===== src/rtl/alu_sequencer.sv =====
// Command-issuing sequencer for a 16-bit ALU: runs a 16-entry program held in local memory
// against a 4-entry register file, one FETCH/ISSUE/WB triple per instruction.
module alu_sequencer #(
  parameter int unsigned W  = 16,
  parameter int unsigned AW = 4
) (
  input  logic          clk,
  input  logic          clear,
  input  logic          prog_we,
  input  logic [AW-1:0] prog_addr,
  input  logic [11:0]   prog_data,
  input  logic          reg_we,
  input  logic [1:0]    reg_addr,
  input  logic [W-1:0]  reg_wdata,
  input  logic          start,
  input  logic [1:0]    rd_addr,
  output logic [W-1:0]  rd_data,
  output logic          busy,
  output logic          done,
  output logic          err,
  output logic [AW-1:0] pc,
  output logic [W-1:0]  alu_input1,
  output logic [W-1:0]  alu_input2,
  output logic [3:0]    alu_opcode,
  input  logic [W-1:0]  alu_result
);

  localparam int unsigned   DEPTH   = 2 ** AW;
  localparam logic [AW-1:0] PC_LAST = AW'(DEPTH - 1);
  localparam logic [3:0]    OP_NOOP = 4'h0;
  localparam logic [3:0]    OP_DIV  = 4'h4;
  localparam logic [3:0]    OP_HALT = 4'h9;

  typedef enum logic [1:0] {S_IDLE, S_FETCH, S_ISSUE, S_WB} state_t;

  state_t      state;
  logic [9:0]  mem [DEPTH];
  logic [9:0]  ir;
  logic [W-1:0] regs [4];

  logic [3:0]  ir_op;
  logic [1:0]  ir_dst;
  logic [1:0]  ir_sa;
  logic [1:0]  ir_sb;
  logic        op_illegal;
  logic        div_zero;
  logic        host_ok;
  logic        unused_pad;

  // The two low instruction bits are always zero, so only [11:2] is stored.
  assign unused_pad = ^prog_data[1:0];

  assign {ir_op, ir_dst, ir_sa, ir_sb} = ir;
  assign op_illegal = (ir_op >= 4'hA) && (ir_op <= 4'hE);
  assign div_zero   = (ir_op == OP_DIV) && (regs[ir_sb] == '0);
  assign host_ok    = (state == S_IDLE);
  assign rd_data    = regs[rd_addr];

  // Program memory survives reset; writes only land while idle.
  always_ff @(posedge clk) begin
    if (prog_we && host_ok) mem[prog_addr] <= prog_data[11:2];
  end

  // Sequencer state, register file and all registered outputs.
  always_ff @(posedge clk or negedge clear) begin
    if (!clear) begin
      state      <= S_IDLE;
      ir         <= '0;
      pc         <= '0;
      busy       <= 1'b0;
      done       <= 1'b0;
      err        <= 1'b0;
      alu_input1 <= '0;
      alu_input2 <= '0;
      alu_opcode <= OP_NOOP;
      regs       <= '{default: '0};
    end else begin
      done <= 1'b0;
      case (state)
        S_IDLE: begin
          if (reg_we) regs[reg_addr] <= reg_wdata;
          if (start) begin
            pc    <= '0;
            err   <= 1'b0;
            busy  <= 1'b1;
            state <= S_FETCH;
          end
        end
        S_FETCH: begin
          ir    <= mem[pc];
          state <= S_ISSUE;
        end
        S_ISSUE: begin
          alu_input1 <= regs[ir_sa];
          alu_input2 <= regs[ir_sb];
          // HALT and faults finish here with pc left on the current instruction.
          if ((ir_op == OP_HALT) || op_illegal || div_zero) begin
            alu_opcode <= OP_NOOP;
            done       <= 1'b1;
            busy       <= 1'b0;
            state      <= S_IDLE;
            if (op_illegal || div_zero) err <= 1'b1;
          end else begin
            alu_opcode <= ir_op;
            state      <= S_WB;
          end
        end
        S_WB: begin
          if (ir_op != OP_NOOP) regs[ir_dst] <= alu_result;
          alu_opcode <= OP_NOOP;
          if (pc == PC_LAST) begin
            pc    <= '0;
            done  <= 1'b1;
            busy  <= 1'b0;
            state <= S_IDLE;
          end else begin
            pc    <= pc + AW'(1);
            state <= S_FETCH;
          end
        end
        default: state <= S_IDLE;
      endcase
    end
  end

endmodule

===== config.mk =====
export PLATFORM = sky130hd
export DESIGN_NAME = alu_sequencer
export DESIGN_NICKNAME = d
export VERILOG_FILES = /design/src/rtl/alu_sequencer.sv
export SDC_FILE = /design/constraint.sdc
export NUM_CORES = 1
export LEC_CHECK = 0
export ABC_CLOCK_PERIOD_IN_PS = 3300
export CORE_MARGIN = 4
export CORE_UTILIZATION = 60
export CTS_BUF_LIST = sky130_fd_sc_hd__clkbuf_8
export DETAILED_ROUTE_END_ITERATION = 7
export PLACE_DENSITY = 0.83
export SETUP_SLACK_MARGIN = 0.05
export SYNTH_ARGS = -nofsm -noshare
export SYNTH_HDL_FRONTEND = slang
export SYNTH_SLANG_ARGS = --single-unit

===== constraint.sdc =====
create_clock -name clk -period 3.3 [get_ports clk]
set_input_delay 0.33 -clock clk [delete_from_list [all_inputs] [get_ports clk]]
set_output_delay 0.33 -clock clk [all_outputs]
set_load 0.05 [all_outputs]

==> flow_results.org <==
** Global route
- Total global routing overflow :: 0
- Pin count of the biggest net entering global routing :: 67
- The number of antenna violations at the first check in global routing came to 0.
- Via count of the first global-routing pass :: 8917
- Total GRT Usage :: between 20 and 30%
- The first global-routing pass estimated about 51000 um of wire.

** STA
- At the pin with the least slew margin, the transition time is ~1.2 ns.
- Pins over their slew limit :: 0
- Fin crit period :: between 2 and 3 ns
- The final count of hold timing violations came to 0.
- Clock skew on the completed layout was measured at around 0.031 ns.
- Final WS setup :: around 0.64 ns
- Minimum hold slack :: 0.461 ns
- Unrepaired setup endpoints after global routing :: false
- For this run, the top clock speed supported by timing is between 300 and 400 MHz.
- Worst slew margin relative to its limit :: between 20 and 25%
- Final setup violating endpoints :: 0
- Summed over all failing endpoints, the final setup total negative slack is 0 ns.
- The final critical path takes up slightly above 80% of the cycle.

** Drt
- Average via count per standard cell :: 6.50
- Number of detailed-routing iterations run before antenna repair :: 6
- Detailed Route WL :: 32500 um
- For this block, the initial DRC count from the detailed router was 1047.
- Average wire per cell in the routed design :: roughly 24 um
- Remaining antenna violation count after routing :: 0
- Final routed DRC violation total :: 0
- The final route contains approximately 8800 vias.

** Critical path
- The worst setup path is launched from a register.
- Signal arrival time at the worst endpoint :: slightly above 3 ns
- CP Data Required Time :: 3.75 ns
- The signal on the critical path passes through buf_12, mux4_2, nor4_1, nand4_1, o21ai_2, o2bb2ai_1.
- Setup CP Type :: register to register
- Counting both buffers and inverters, the worst setup path holds a total of 1.
- CP max stage delay :: 0.58 ns
- Worst-path fanout max :: 13
- The worst setup path is captured at a register.
- The largest individual stage delay along the critical path comes from the cell sky130_fd_sc_hd__dfrtp_1.
- Category of cells accounting for the largest share of critical-path delay :: simple AND/OR/NAND/NOR gates

** Synthesis
- Area leader, netlist :: sky130_fd_sc_hd__edfxtp_1
- Yosys instantiated no cell more often than sky130_fd_sc_hd__edfxtp_1.
- Syn_area_per_cell :: ~14 um^2
- Number of flops mapped to enable cells by yosys :: 160
- Counting flops with an async set or reset pin after synthesis yields a share of between 40 and 50%.
- Counting instances in the post-synthesis netlist gives the leading cell types as sky130_fd_sc_hd__edfxtp_1, sky130_fd_sc_hd__dfrtp_1, sky130_fd_sc_hd__nand2_1, sky130_fd_sc_hd__mux4_2, sky130_fd_sc_hd__o21ai_1.
- Count of state elements after synthesis :: roughly 280
- Synth unique cells :: 52
- Number of standard cells after synthesis :: 899
- Top area cells in the synthesized netlist :: sky130_fd_sc_hd__edfxtp_1, sky130_fd_sc_hd__dfrtp_1, sky130_fd_sc_hd__mux4_2
- Sequential elements use about three fifths of the synthesized area.
- After synthesis, the largest area contributor takes up 37.5% of total cell area.
- Post-Syn Nets :: 963
- Dominant synthesized flop cell :: sky130_fd_sc_hd__edfxtp_1
- Cell area after synthesis :: between 10000 and 15000 um^2
- Yosys Warn Count :: 0

** Pwr
- Across the VDD grid, the largest voltage drop is 611 uV.
- Internal power comes to about 8000 uW.
- Of the total power, the share spent switching nets is between 30% and 40%.
- Overall power consumption :: 13300 uW
- Combinational cells account for about two fifths of the total power.
- Share of power burned in the clock network :: 21.1%
- The analysis attributes to cell leakage a power of ~0.0057 uW.
- Per report_power, the sequential group accounts for between 30% and 40% of the total.
- In this run the power density over the cells is 873 nW/um^2.
- Power spent charging and discharging nets :: roughly 5200 uW

** Floorplan
- between 100 and 150 I/O pins were placed.
- The die is ~150 um wide.
- Placeable Area :: about 21000 um^2
- The floorplan has 53 rows.
- Die area :: roughly 24000 um^2
- Chip height :: between 150 and 200 um
- Initial Util :: 61.0%

** Cells and area
- The layout has between 1000 and 1500 filler cells.
- After routing the design area is 15200 um^2.
- Growth of design area from synthesis to finish :: 18.5%
- Of the cells placed in the final design, the portion with a size suffix greater than 1 is roughly a quarter.
- Final Net Count :: between 1000 and 1500
- The repair_antennas step left the layout with diodes totalling 0.

** CTS
- Clock buffers created by TritonCTS :: 44
- Clock Pin Slew Worst Setup and Hold Paths :: ~0.060 ns
- Insertion delay of the later-clocked pin in the worst-skew pair :: between 0.5 and 0.6 ns
- Clock sink total :: between 200 and 300
- Root Buffer :: sky130_fd_sc_hd__clkbuf_8
- H-tree lvl count :: 2
- The clock passes through at most 3 buffers.
- TritonCTS built the clock tree.
- Count of buffers added by post-CTS timing repair for setup :: 0

** Placed design
- Global placement routability congestion :: between 0.9 and 1
- After legalization and detailed placement, the total HPWL measured 22000 um.
- DP Area :: between 10000 and 15000 um^2
- Count of input and output buffers :: approximately 110
- Setup Slack @ Placement :: roughly 0.65 ns

** Outcome
- Run status :: finished, final reports clean

** Flow run
- Max Cap Violations :: 0

** Hold path
- The min-delay analysis places its worst path in the category primary input to async pin.
## power by group through the flow
stage	clock (uW)	sequential (uW)	combinational [uW]
finish	2800	5020	5470
floorplan	0	5320	3400
global placement	0	5000	5330
CTS	2840	4990	5460
global route	3010	5090	5810
detailed placement	0	5060	5430
## stage by stage
stage	cells	util, %
global route	1346	72.3
CTS	1346	72.3
floorplan	899	-
global placement	1266	68.3
finish	1346	72.3
detailed placement	1266	68.3
## logic make-up after synthesis
logic type,count (synthesis),synth area share [%]
flops,279,60.7
simple gates,198,6.94
compound gates,189,9.36
mux,146,19.7
buf+inv,80,2.69
fa+ha+maj,7,0.683
## registers in the layout, summed over array words and instances (netlist names)
name        flops
mem           160
regs           64
alu_input1     16
alu_input2     16
ir             10
alu_opcode      4
pc              4
state           2
busy            1
done            1
err             1
## routing by layer
metal | wire length [um] | part of all wire, % | global-route usage (%)
met4 | 1050 | 3.2 | 10.1
met5 | 0 | 0 | 0
met2 | 16300 | 50 | 46.3
met3 | 3000 | 9.2 | 4.87
met1 | 12100 | 37 | 36.9
## final timing paths
kind	endpoint	from	slack (ns)	depth (start not counted)
max in group asynchronous	regs[54]$_DFFE_PN0P_	clear	2.04	3
worst max-delay path	done$_DFF_PN0_	ir[0]$_DFFE_PN0N_	0.64	6
worst min-delay path	pc[1]$_DFFE_PN0P_	clear	0.46	2
worst min register to register	alu_input1[5]$_DFFE_PN0P_	alu_input1[5]$_DFFE_PN0P_	0.50	1
min in group clk	regs[42]$_DFFE_PN0P_	reg_wdata[10]	0.49	3
worst max register to register	done$_DFF_PN0_	ir[0]$_DFFE_PN0N_	0.64	6
## final cells by class
cell class	instances	area [um^2]	share of cell area, %
repair buffers	159	1460	9.61
flip-flops and latches	279	7780	51.2
clock buffers	50	688	4.53
well taps	275	344	2.26
inverters	14	52.6	0.346
multi-input cells	540	4720	31.0
clock inverters	29	160	1.05
## what timing repair did
item,in CTS,in global routing
hold endpoints to repair,65,0
hold buffers,1,0
resized for setup,0,0
endpoints found under the setup margin,0,0
## cells in the final DEF, fill, tap and decap left out, types with 7 or more instances in the layout
cell type and n:
sky130_fd_sc_hd__nand2_1 102, sky130_fd_sc_hd__o22a_1 16, sky130_fd_sc_hd__inv_1 28, sky130_fd_sc_hd__mux2_2 42, sky130_fd_sc_hd__clkbuf_8 50, sky130_fd_sc_hd__buf_4 60, sky130_fd_sc_hd__edfxtp_1 160, sky130_fd_sc_hd__o22ai_1 20
sky130_fd_sc_hd__a31oi_1 16, sky130_fd_sc_hd__dfrtp_1 118, sky130_fd_sc_hd__nor3_1 23, sky130_fd_sc_hd__o21ai_1 61, sky130_fd_sc_hd__a21oi_1 15, sky130_fd_sc_hd__nor2_1 25, sky130_fd_sc_hd__clkdlybuf4s50_1 96, sky130_fd_sc_hd__nand3_1 9
sky130_fd_sc_hd__o2111ai_1 7, sky130_fd_sc_hd__mux4_2 77, sky130_fd_sc_hd__nand2b_1 18, sky130_fd_sc_hd__mux2_1 22, sky130_fd_sc_hd__a22oi_1 16, sky130_fd_sc_hd__o21ai_0 12
Note: power is estimated with default switching activity, not from simulation.
